$ cat src/rtl/lifo_pop_reader_if.sv
// Purpose : bundles the LIFO pop port and the downstream valid/ready stream
//           of lifo_pop_reader into one interface.
// Signals : lifo_read  - pop strobe to the LIFO (reader -> LIFO)
//           lifo_empty - LIFO empty flag (LIFO -> reader)
//           lifo_data  - LIFO data_out, valid the cycle after a pop
//           m_valid    - downstream word valid (reader -> sink)
//           m_ready    - downstream accept (sink -> reader)
//           m_data     - downstream word (reader -> sink)
// Modports: master = the reader, slave = LIFO plus downstream sink.
interface lifo_pop_reader_if #(
  parameter int unsigned DATA_W = 8
) ();

  logic              lifo_read;
  logic              lifo_empty;
  logic [DATA_W-1:0] lifo_data;
  logic              m_valid;
  logic              m_ready;
  logic [DATA_W-1:0] m_data;

  modport master (
    output lifo_read,
    input  lifo_empty,
    input  lifo_data,
    output m_valid,
    input  m_ready,
    output m_data
  );

  modport slave (
    input  lifo_read,
    output lifo_empty,
    output lifo_data,
    input  m_valid,
    output m_ready,
    input  m_data
  );

endinterface

$ cat src/rtl/lifo_pop_reader.sv
// Purpose : pops a commanded number of words from a LIFO, one at a time, and
//           forwards each over a valid/ready stream. A burst stops early if
//           the LIFO runs empty. At most one pop is outstanding.
// Ports   : clk        - rising-edge clock
//           reset      - synchronous active-high reset
//           start      - one-cycle command strobe, accepted only when idle
//           count      - words to pop, sampled with an accepted start
//           bus        - LIFO pop port and downstream stream (master side)
//           busy       - burst in progress
//           done       - one-cycle end-of-burst pulse
//           short      - burst ended early on lifo_empty; held until next start
//           popped     - words delivered in the current or last burst
module lifo_pop_reader #(
  parameter int unsigned DATA_W = 8,
  parameter int unsigned CNT_W  = 8
) (
  input  logic              clk,
  input  logic              reset,
  input  logic              start,
  input  logic [CNT_W-1:0]  count,
  lifo_pop_reader_if.master bus,
  output logic              busy,
  output logic              done,
  output logic              short,
  output logic [CNT_W-1:0]  popped
);

  typedef enum logic [2:0] {
    S_IDLE = 3'd0,
    S_POP  = 3'd1,
    S_CAPT = 3'd2,
    S_OUT  = 3'd3,
    S_FIN  = 3'd4
  } state_t;

  state_t            r_state;
  logic              r_lifo_read;
  logic              r_m_valid;
  logic [DATA_W-1:0] r_m_data;
  logic              r_busy;
  logic              r_done;
  logic              r_short;
  logic [CNT_W-1:0]  r_popped;
  logic [CNT_W-1:0]  r_remaining;

  logic              w_handshake;
  logic              w_last;
  logic              w_count_zero;

  assign w_handshake  = r_m_valid & bus.m_ready;
  assign w_last       = (r_remaining == CNT_W'(1));
  assign w_count_zero = (count == '0);

  // Burst sequencer. The pop strobe is registered on the edge that enters
  // POP, so the empty flag is judged at that edge and lifo_read is high for
  // exactly the POP cycle. POP then only reports whether a pop was issued.
  always_ff @(posedge clk) begin
    if (reset) begin
      r_state     <= S_IDLE;
      r_lifo_read <= 1'b0;
      r_m_valid   <= 1'b0;
      r_m_data    <= '0;
      r_busy      <= 1'b0;
      r_done      <= 1'b0;
      r_short     <= 1'b0;
      r_popped    <= '0;
      r_remaining <= '0;
    end else begin
      r_lifo_read <= 1'b0;
      r_done      <= 1'b0;

      case (r_state)
        S_IDLE: begin
          if (start) begin
            r_remaining <= count;
            r_popped    <= '0;
            r_short     <= 1'b0;
            r_busy      <= 1'b1;
            if (w_count_zero) begin
              r_state <= S_FIN;
            end else begin
              r_state     <= S_POP;
              r_lifo_read <= ~bus.lifo_empty;
            end
          end
        end

        S_POP: begin
          if (r_lifo_read) begin
            r_state <= S_CAPT;
          end else begin
            // LIFO was empty when the pop was due: end the burst early.
            r_short <= 1'b1;
            r_state <= S_FIN;
          end
        end

        S_CAPT: begin
          r_m_data  <= bus.lifo_data;
          r_m_valid <= 1'b1;
          r_state   <= S_OUT;
        end

        S_OUT: begin
          if (w_handshake) begin
            r_m_valid   <= 1'b0;
            r_popped    <= r_popped + CNT_W'(1);
            r_remaining <= r_remaining - CNT_W'(1);
            if (w_last) begin
              r_state <= S_FIN;
            end else begin
              r_state     <= S_POP;
              r_lifo_read <= ~bus.lifo_empty;
            end
          end
        end

        S_FIN: begin
          r_done  <= 1'b1;
          r_busy  <= 1'b0;
          r_state <= S_IDLE;
        end

        default: begin
          r_state <= S_IDLE;
        end
      endcase
    end
  end

  assign bus.lifo_read = r_lifo_read;
  assign bus.m_valid   = r_m_valid;
  assign bus.m_data    = r_m_data;
  assign busy          = r_busy;
  assign done          = r_done;
  assign short         = r_short;
  assign popped        = r_popped;

endmodule

$ cat src/flat_wrapper.sv
// flat-port wrapper written by rule: the top's interface ports become plain ports
module lifo_pop_reader_flat 
#(
  parameter int unsigned DATA_W = 8,
  parameter int unsigned CNT_W  = 8
)
  (clk, reset, start, count, busy, done, short, popped, bus_lifo_read, bus_lifo_empty, bus_lifo_data, bus_m_valid, bus_m_ready, bus_m_data);
  lifo_pop_reader_if #(.DATA_W(DATA_W)) bus_i ();
  input  logic clk;
  input  logic reset;
  input  logic start;
  input  logic [CNT_W-1:0] count;
  output logic busy;
  output logic done;
  output logic short;
  output logic [CNT_W-1:0] popped;
  output wire logic [$bits(bus_i.lifo_read)-1:0] bus_lifo_read;
  input wire logic [$bits(bus_i.lifo_empty)-1:0] bus_lifo_empty;
  input wire logic [$bits(bus_i.lifo_data)-1:0] bus_lifo_data;
  output wire logic [$bits(bus_i.m_valid)-1:0] bus_m_valid;
  input wire logic [$bits(bus_i.m_ready)-1:0] bus_m_ready;
  output wire logic [$bits(bus_i.m_data)-1:0] bus_m_data;
  assign bus_lifo_read = bus_i.lifo_read;
  assign bus_i.lifo_empty = bus_lifo_empty;
  assign bus_i.lifo_data = bus_lifo_data;
  assign bus_m_valid = bus_i.m_valid;
  assign bus_i.m_ready = bus_m_ready;
  assign bus_m_data = bus_i.m_data;
  lifo_pop_reader #(.DATA_W(DATA_W), .CNT_W(CNT_W)) u_core (.clk(clk), .reset(reset), .start(start), .count(count), .bus(bus_i), .busy(busy), .done(done), .short(short), .popped(popped));
endmodule
$ cat config.mk
export PLATFORM = sky130hd
export DESIGN_NAME = lifo_pop_reader_flat
export DESIGN_NICKNAME = d
export VERILOG_FILES = /design/src/rtl/lifo_pop_reader_if.sv /design/src/rtl/lifo_pop_reader.sv /design/src/flat_wrapper.sv
export SDC_FILE = /design/constraint.sdc
export NUM_CORES = 1
export LEC_CHECK = 0
export CAP_MARGIN = 15
export CORE_UTILIZATION = 35
export CTS_CLUSTER_DIAMETER = 30
export DETAILED_ROUTE_END_ITERATION = 16
export SETUP_SLACK_MARGIN = 0.1
export SYNTH_ARGS = -nofsm -noshare
export SYNTH_HDL_FRONTEND = slang
export SYNTH_SLANG_ARGS = --single-unit
$ cat constraint.sdc
create_clock -name clk -period 4.8 [get_ports clk]
set_input_delay 0.96 -clock clk [delete_from_list [all_inputs] [get_ports clk]]
set_output_delay 0.96 -clock clk [all_outputs]
set_load 0.05 [all_outputs]
==> results of run 1 <==
## critical path, stage by stage
cell and delay, ns:
clkdlybuf4s50_1 0.57, or3b_4 0.45, a21oi_2 0.53, a21oi_1 0.14
a211oi_1 0.24
## Yosys cell counts, drive strengths merged
cell	n	area share
a2111oi	2	0.019
a211oi	3	0.014
a21o	3	0.014
a21oi	18	0.059
a221oi	1	0.0055
a22o	1	0.0055
a22oi	1	0.0047
a311oi	1	0.0055
a31oi	1	0.0039
a32oi	1	0.0055
and2	3	0.012
and3	5	0.020
and3b	1	0.0055
buf	5	0.020
clkbuf	5	0.012
dfxtp	32	0.40
ha	3	0.024
inv	6	0.014
mux2i	8	0.051
nand2	12	0.028
nand3	5	0.016
nand3b	3	0.014
nand4	2	0.0079
nand4b	2	0.011
nor2	23	0.054
nor2b	2	0.0079
nor3	6	0.019
nor3b	2	0.0095
nor4	4	0.016
nor4b	1	0.0055
o211ai	1	0.0047
o21ai	13	0.041
o2bb2ai	2	0.011
o31ai	1	0.0047
o41ai	1	0.010
or2	1	0.0039
or3	2	0.0079
or3b	2	0.013
or4	1	0.0047
xnor2	2	0.011
## kinds of logic after synthesis
kind of cell / Yosys count / share of synthesized area
AOI/OAI and AO/OA: 50 / 0.2092
xor gates and xnor gates: 2 / 0.01105
adders and majority gates: 3 / 0.02368
buffers and inverters: 16 / 0.04578
DFF: 32 / 0.4041
muxes: 8 / 0.05052
and+or+nand+nor: 77 / 0.2557
## power breakdown
group	switching [uW]	internal, uW	leakage [uW]	total, uW
clock network	109	154	0.0000541	263
logic	57.2	45.9	0.000403	103
registers	14.6	277	0.000260	292
total	181	477	0.000717	658
## per-layer routing
metal  part of all wire  vias to the layer above  track usage
met5                  0                        -            0
met4              0.014                        0      0.08163
met3              0.048                        6      0.04215
met2               0.43                       33       0.2503
met1               0.51                      686       0.2305
li1                   -                      763            -
## how the worst max path moves through the flow
stage                                  to  slack [ns]
floorplan                u_core.popped[5]        2.61
global placement    u_core.r_remaining[7]        1.90
detailed placement  u_core.r_remaining[6]        1.82
CTS                 u_core.r_remaining[6]        2.12
global route        u_core.r_remaining[5]        2.00
finish              u_core.r_remaining[6]        2.09
## final cells by class
cell class | count | area (um2)
Timing Repair Buffer | 41 | 410.4
Fill cell | 441 | 2227
Tap cell | 52 | 65.06
Inverter | 6 | 22.52
Multi-Input combinational cell | 140 | 877.1
Clock inverter | 3 | 42.54
Clock buffer | 5 | 68.82
Sequential cell | 32 | 640.6
## stage by stage
| step | hold WS (ns) | setup slack, ns | util |
|---|---|---|---|
| 2_1_floorplan | 0.4669 | 2.609 | - |
| 3_3_place_gp | 0.4628 | 1.900 | 0.4629 |
| 3_5_place_dp | 0.4691 | 1.818 | 0.4629 |
| 4_1_cts | 0.4794 | 2.124 | 0.4885 |
| 5_1_grt | 0.5093 | 1.999 | 0.4885 |
| 6_report | 0.4750 | 2.088 | 0.4885 |
## flip-flops by register name, summed over array words and instances (netlist names)
| name | count |
|---|---|
| u_core.done | 1 |
| u_core.short | 1 |
| u_core.r_remaining | 8 |
| u_core.bus.m_data | 8 |
| u_core.r_state | 3 |
| u_core.busy | 1 |
| u_core.bus.m_valid | 1 |
| u_core.bus.lifo_read | 1 |
| u_core.popped | 8 |
==> flow_metrics.py, run 1 <==
metrics = {
    "synthesis": {
        "syn_area_um2": 1585,
        "syn_nets": 212,
        "synth-seq-cells": 32,
        "synthCells": 188,
        "ys.warnings.count": 0,
        "synth.avg_cell_area_um2": 8.432,
        "seq_area_frac_synth": 0.4041,
        "synth.distinct_cells": 44,
    },
    "hold_path": {
        "hold_path_class": "flip-flop to flip-flop",
        "hp-start": "u_core.busy",
        "whs_endpoint": "u_core.busy",
        "holdPathStages": 2,
    },
    "critical_path": {
        "worstPathArrival_ns": 2.90,
        "reg2reg_from": "u_core.r_state[1]",
        "cp.required_ns": 4.99,
        "setup.worst_path.class": "primary input to flip-flop",
        "worstSetupStartpoint": "start",
        "r2r_cells": 4,
        "r2r_slack_ns": 2.83,
        "regToRegEndpoint": "u_core.r_remaining[6]",
        "startpoint_type": "primary input",
        "endpoint_kind": "flip-flop",
        "critPathMaxFanout": 14,
    },
    "floorplan": {
        "rows": 24,
        "core_area_um2": 4354,
        "initial_utilization": 0.3641,
        "die-area_um2": 4802,
        "fp.dieW_um": 69.30,
        "die_h_um": 69.30,
        "ioPinCount": 42,
    },
    "timing": {
        "fin_worst_skew_ns": 0.005397,
        "setup-tns-final_ns": 0,
        "slew_headroom": 0.3808,
        "fmaxAchievable_mhz": 368.7,
        "setup_violations": 0,
        "tightest_slew_ns": 0.9248,
        "hold_violations": 0,
        "slew_viol_final": 0,
        "period_share": 0.5651,
        "rsz0062_at_grt": "false",
        "period_needed_ns": 2.712,
    },
    "place": {
        "portBuffers": 41,
        "placed_cell_area_um2": 2016,
        "dp_hpwl_um": 2731,
        "dp_cells": 271,
        "gp_congestion": 0.7580,
    },
    "clocking": {
        "htree_levels": 2,
        "clk_latency_ns": 0.29,
        "root_buffer": "clkbuf_8",
        "cts_sinks": 32,
        "cts_buffer_depth": 2,
        "post_cts_resize_count": 0,
        "cts_hold_buf": 0,
        "clk_pin_slew_worst_paths_ns": 0.07,
        "post_cts_buffers": 0,
        "tritoncts": "built",
        "numCtsBuffers": 5,
    },
    "pwr": {
        "power_density_nw_per_um2": 309.3,
        "irDropWorstVdd_mv": 0.1356,
        "leakagePower_uw": 0.0007169,
        "p_total_uw": 657.9,
    },
    "global_routing": {
        "grt_remaining_overflow": 0,
        "grt_pass1_wl_um": 6520,
        "grt_max_degree": 24,
        "grt_pass1_vias": 1345,
        "antenna_found_initial": 0,
        "grtUsageTotal": 0.1696,
    },
    "drt": {
        "vias": 1488,
        "drt_iter0_drc": 90,
        "via_per_inst": 5.333,
        "drt_first_pass_iters": 4,
        "drc": 0,
        "ant_nets": 0,
        "wl_per_cell_um": 13.99,
        "wirelength_um": 3904,
    },
    "cells_and_area": {
        "layout_common_cells": "41 x clkdlybuf4s50_1, 32 x dfxtp_1, 23 x nor2_1, 17 x a21oi_1",
        "num_antenna_cells": 0,
        "area_delta_synth_final_pct": 34.18,
        "post_route_cells_drive_above_1_share": 0.07048,
        "finish.instance_area_um2": 2127,
        "final_common_cell": "clkdlybuf4s50_1",
        "nets": 250,
        "instances_no_fill": 279,
    },
    "flow_run": {
        "drv_cap": 0,
    },
    "run_status": {
        "outcome": "finished, final reports clean",
    },
}
No activity file was read; power rests on OpenSTA's default activity.
==> run 2, diff against run 1 <==
==> constraint.sdc (replaced) <==
create_clock -name clk -period 2.6 [get_ports clk]
set_input_delay 0.52 -clock clk [delete_from_list [all_inputs] [get_ports clk]]
set_output_delay 0.52 -clock clk [all_outputs]
set_load 0.05 [all_outputs]
==> run 2 against run 1 <==
Design area up 0.53%. Worst hold slack worse by 0.00077 ns. Register-to-register slack worse by 2.1 ns. Clock skew up 0.0015 ns. Final cell count up 1.4%. Non-clock buffer count up 4. Core utilization up 0.26 points. Critical path type unchanged. Critical path depth unchanged.
==> flow_metrics.py, run 2 (synthesis gave the netlist of run 1 again) <==
metrics = {
    "place": {
        "portBuffers": 41,
        "gp_congestion": 0.7692,
        "dp_hpwl_um": 2662,
    },
    "flow_run": {
        "drv_cap": 0,
    },
    "clocking": {
        "root_buffer": "clkbuf_8",
        "cts_hold_buf": 0,
        "cts_buffer_depth": 2,
        "tritoncts": "built",
        "numCtsBuffers": 5,
        "htree_levels": 2,
        "post_cts_buffers": 0,
        "clk_pin_slew_worst_paths_ns": 0.07,
        "cts_sinks": 32,
        "post_cts_resize_count": 0,
        "clk_latency_ns": 0.29,
    },
    "drt": {
        "drt_iter0_drc": 101,
        "wirelength_um": 3795,
        "drt_first_pass_iters": 4,
        "wl_per_cell_um": 13.41,
        "via_per_inst": 5.233,
        "ant_nets": 0,
        "drc": 0,
        "vias": 1481,
    },
    "timing": {
        "fmaxAchievable_mhz": 464.2,
        "tightest_slew_ns": 0.5903,
        "hold_slack_ns": 0.4742,
        "period_needed_ns": 2.154,
        "hold_violations": 0,
        "slew_headroom": 0.6034,
        "rsz0062_at_grt": "false",
        "setup-tns-final_ns": 0,
        "setup_violations": 0,
        "slew_viol_final": 0,
        "fin_worst_skew_ns": 0.006881,
        "period_share": 0.8286,
    },
    "global_routing": {
        "grt_pass1_wl_um": 6251,
        "grt_pass1_vias": 1312,
        "grtUsageTotal": 0.1640,
        "grt_max_degree": 15,
        "antenna_found_initial": 0,
        "grt_remaining_overflow": 0,
    },
    "floorplan": {
        "initial_utilization": 0.3641,
        "rows": 24,
        "die-area_um2": 4802,
        "die_h_um": 69.30,
        "fp.dieW_um": 69.30,
        "core_area_um2": 4354,
        "ioPinCount": 42,
    },
    "pwr": {
        "irDropWorstVdd_mv": 0.2699,
        "leakagePower_uw": 0.0007338,
        "power_density_nw_per_um2": 533.3,
    },
    "critical_path": {
        "regToRegEndpoint": "u_core.popped[6]",
        "reg2reg_from": "u_core.r_state[1]",
        "endpoint_kind": "flip-flop",
        "worstPathArrival_ns": 2.38,
        "r2r_slack_ns": 0.75,
        "r2r_cells": 4,
        "crit_chain": "clkdlybuf4s50_1 > or3b_4 > a21o_1 > or3_1 > a21oi_1",
        "cp.required_ns": 2.82,
        "crit_slowest_cell": "clkdlybuf4s50_1",
        "startpoint_type": "primary input",
        "critPathMaxFanout": 12,
        "slowest_delay_ns": 0.56,
        "setup.worst_path.class": "primary input to flip-flop",
    },
    "hold_path": {
        "holdPathStages": 2,
        "whs_endpoint": "u_core.busy",
        "hp-start": "u_core.busy",
        "hold_path_class": "flip-flop to flip-flop",
    },
    "cells_and_area": {
        "nets": 254,
        "fillers": 414,
        "layout_common_cells": "41 x clkdlybuf4s50_1, 32 x dfxtp_1, 23 x nor2_1, 17 x a21oi_1",
        "final_common_cell": "clkdlybuf4s50_1",
        "area_delta_synth_final_pct": 34.89,
        "num_antenna_cells": 0,
        "post_route_cells_drive_above_1_share": 0.08658,
    },
    "run_status": {
        "outcome": "finished, final reports clean",
    },
}
-- run 2: critical path: cells and delay by family --
family / cells / cell delay, ns
buf+inv: 1 / 0.56
simple gates: 2 / 0.83
compound gates: 2 / 0.45
-- run 2: layout make-up --
| cell class | instances | area [um2] | share of cell area |
|---|---|---|---|
| clock buffer | 6 | 82.58 | 0.03862 |
| clock inverter | 2 | 10.01 | 0.004681 |
| inverter | 6 | 22.52 | 0.01053 |
| multi-input combinational | 140 | 877.1 | 0.4102 |
| sequential | 32 | 640.6 | 0.2996 |
| tap | 52 | 65.06 | 0.03043 |
| timing repair buffer | 45 | 440.4 | 0.2060 |
-- run 2: per-layer routing --
layer,routed length (um),global-route usage
met5,0,0
met4,80,0.08163
met3,194,0.04651
met2,1569,0.2298
met1,1950,0.2286
-- run 2: worst max path at each step --
stage / start / endpoint / slack, ns / depth (start not counted)
after detailed placement: start / u_core.popped[7] / 0.15 / 5
after global placement: start / u_core.popped[7] / 0.19 / 5
final: start / u_core.popped[6] / 0.45 / 5
after CTS: start / u_core.popped[6] / 0.45 / 5
after floorplan: u_core.bus.m_valid / u_core.popped[5] / 0.76 / 5
after global routing: start / u_core.popped[7] / 0.38 / 5
-- run 2: stage by stage --
stage	util	setup WS [ns]	total power [uW]	area, um2	std cells
5_1_grt	0.4911	0.3756	1193	2138	283
3_3_place_gp	0.4698	0.1875	745.3	2046	275
6_report	0.4911	0.4456	1140	2138	283
4_1_cts	0.4911	0.4536	1152	2138	283
2_1_floorplan	-	0.7644	670.7	1585	188
3_5_place_dp	0.4698	0.1469	742.8	2046	275
-- run 2: power breakdown --
| group | internal (uW) | leakage [uW] | switching (uW) |
|---|---|---|---|
| sequential | 512 | 0.000260 | 27.7 |
| combinational | 89.3 | 0.000423 | 104 |
| clock | 211 | 0.0000510 | 196 |
| total | 812 | 0.000734 | 328 |
==> run 3, diff against run 2 <==
==> constraint.sdc (replaced) <==
create_clock -name clk -period 1.95 [get_ports clk]
set_input_delay 0.39 -clock clk [delete_from_list [all_inputs] [get_ports clk]]
set_output_delay 0.39 -clock clk [all_outputs]
set_load 0.05 [all_outputs]
==> run 3 against run 2 <==
Sequential power grew 33%. Core utilization grew 2.4 points. Sequential share of layout area shrank 1.3 points. Die area is the same. Design area grew 4.9%. Register-to-register slack lost 0.50 ns. Critical path depth shrank 4. Total power grew 44%. Highest routed layer unchanged. Wire length grew 6.1%. Global-route usage grew 1.5 points. Sequential cell count is the same. Non-clock buffer count grew 7.
==> flow_metrics.py, run 3 (synthesis gave the netlist of run 1 again) <==
metrics = {
    "critical_path": {
        "crit_buf_inv": 1,
        "critPathMaxFanout": 2,
        "cp_top_family": "buffers and inverters",
        "crit_slowest_cell": "clkdlybuf4s50_1",
        "crit_chain": "clkdlybuf4s50_1",
        "reg2reg_from": "u_core.r_remaining[0]",
        "worstPathArrival_ns": 1.42,
        "endpoint_kind": "primary output",
        "startpoint_type": "flip-flop",
        "worstSetupStartpoint": "u_core.bus.m_data[3]",
        "r2r_cells": 6,
        "regToRegEndpoint": "u_core.r_remaining[6]",
        "setup.worst_path.class": "flip-flop to primary output",
        "r2r_slack_ns": 0.25,
        "slowest_delay_ns": 0.81,
        "cp.required_ns": 1.56,
    },
    "timing": {
        "setup_violations": 0,
        "slew_viol_final": 0,
        "tightest_slew_ns": 0.6286,
        "fmaxAchievable_mhz": 552.3,
        "setup_slack_ns": 0.1395,
        "rsz0062_at_grt": "false",
        "slew_headroom": 0.5777,
        "period_needed_ns": 1.811,
        "fin_worst_skew_ns": 0.001490,
        "hold_violations": 0,
        "period_share": 0.9285,
    },
    "clocking": {
        "cts_buffer_depth": 2,
        "cts_sinks": 32,
        "post_cts_buffers": 0,
        "cts_hold_buf": 0,
        "clk_pin_slew_worst_paths_ns": 0.07,
        "tritoncts": "built",
        "root_buffer": "clkbuf_8",
        "numCtsBuffers": 5,
        "clk_latency_ns": 0.29,
        "htree_levels": 2,
    },
    "floorplan": {
        "die-area_um2": 4802,
        "rows": 24,
        "fp.dieW_um": 69.30,
        "initial_utilization": 0.3641,
        "die_h_um": 69.30,
        "core_area_um2": 4354,
        "ioPinCount": 42,
    },
    "cells_and_area": {
        "fillers": 407,
        "final_common_cell": "dfxtp_1",
        "nets": 261,
        "multi_input_area_um2": 899.6,
        "num_antenna_cells": 0,
        "regArea_um2": 643.1,
        "post_route_cells_drive_above_1_share": 0.1723,
        "area_delta_synth_final_pct": 41.44,
        "finish.instance_area_um2": 2242,
        "fin_util": 0.5149,
        "layout_common_cells": "30 x dfxtp_1, 24 x clkdlybuf4s50_1, 23 x nor2_1, 18 x buf_4, 15 x a21oi_1",
    },
    "drt": {
        "drt_iter0_drc": 190,
        "wl_per_cell_um": 13.88,
        "ant_nets": 0,
        "via_per_inst": 5.276,
        "drc": 0,
        "wirelength_um": 4026,
        "drt_first_pass_iters": 4,
        "vias": 1530,
    },
    "place": {
        "dp_hpwl_um": 2777,
        "place_ws_ns": -0.2005,
        "placed_cell_area_um2": 2091,
        "portBuffers": 41,
        "gp_congestion": 0.7832,
    },
    "pwr": {
        "p_total_uw": 1641,
        "leakagePower_uw": 0.0009317,
        "irDropWorstVdd_mv": 0.3524,
        "power_density_nw_per_um2": 731.9,
    },
    "run_status": {
        "outcome": "finished, final reports clean",
    },
    "hold_path": {
        "whs_endpoint": "u_core.busy",
        "hold_path_class": "flip-flop to flip-flop",
        "holdPathStages": 2,
        "hp-start": "u_core.busy",
    },
    "global_routing": {
        "grt_max_degree": 15,
        "grt_pass1_wl_um": 6858,
        "antenna_found_initial": 0,
        "grtUsageTotal": 0.1792,
        "grt_pass1_vias": 1422,
        "grt_remaining_overflow": 0,
    },
    "flow_run": {
        "drv_cap": 0,
    },
}
run 3: changes by cell type in the layout (fill, tap and decap cells not counted), moves of 2 or more:
cell / delta
a21oi_2: +2
dlymetal6s2s_1: +8
buf_4: +14
dfxtp_1: -2
a21oi_1: -2
o21ai_1: +2
dfxtp_2: +2
clkdlybuf4s50_1: -17
o21ai_0: -2
run 3: worst max-delay path by stage:
| stage | end | slack [ns] | depth (start not counted) |
|---|---|---|---|
| after floorplan | u_core.popped[5] | 0.11 | 5 |
| after global placement | u_core.popped[6] | -0.15 | 5 |
| after detailed placement | u_core.popped[7] | -0.20 | 5 |
| after CTS | u_core.popped[7] | 0.11 | 5 |
| after global routing | bus_m_data[3] | 0.10 | 1 |
| final | bus_m_data[3] | 0.14 | 1 |
run 3: power breakdown:
part / switching (uW) / leakage [uW] / internal (uW)
Sequential: 33.6 / 0.000261 / 683
Clock: 256 / 0.0000552 / 379
Combinational: 152 / 0.000616 / 137
Total: 441 / 0.000932 / 1200
run 3: worst reg2reg max path: cells and delay by family (launching register included):
| kind | cells | cell delay (ns) |
|---|---|---|
| and+or+nand+nor | 1 | 0.47 |
| buffers and inverters | 1 | 0.10 |
| adders and majority gates | 1 | 0.21 |
| DFF | 1 | 0.34 |
| AOI/OAI and AO/OA | 3 | 0.50 |
run 3: stage by stage:
| step | instances | hold WS, ns | setup TNS, ns |
|---|---|---|---|
| 3_5_place_dp | 282 | 0.4655 | -1.856 |
| 4_1_cts | 290 | 0.4776 | 0 |
| 2_1_floorplan | 188 | 0.4669 | 0 |
| 3_3_place_gp | 282 | 0.4631 | -1.522 |
| 6_report | 290 | 0.4742 | 0 |
| 5_1_grt | 290 | 0.5123 | 0 |
run 3: cell type report:
type                       instances  share of cell area
multi-input combinational        140              0.4012
clock inverter                     2             0.01563
tap                               52             0.02902
sequential                        32              0.2868
timing repair buffer              52              0.2249
clock buffer                       6             0.03237
inverter                           6             0.01004
run 3: metal layers:
metal,vias to the layer above,global-route usage,wire (um)
met5,-,0,0
met4,0,0.06576,76
met3,10,0.04506,159
met2,38,0.2665,1747
met1,695,0.2500,2042
li1,787,-,-
run 3: repair_timing:
action                     in CTS  in global routing
resized for setup               1                 17
setup endpoints to repair       2                 15
pin swaps                       1                  2
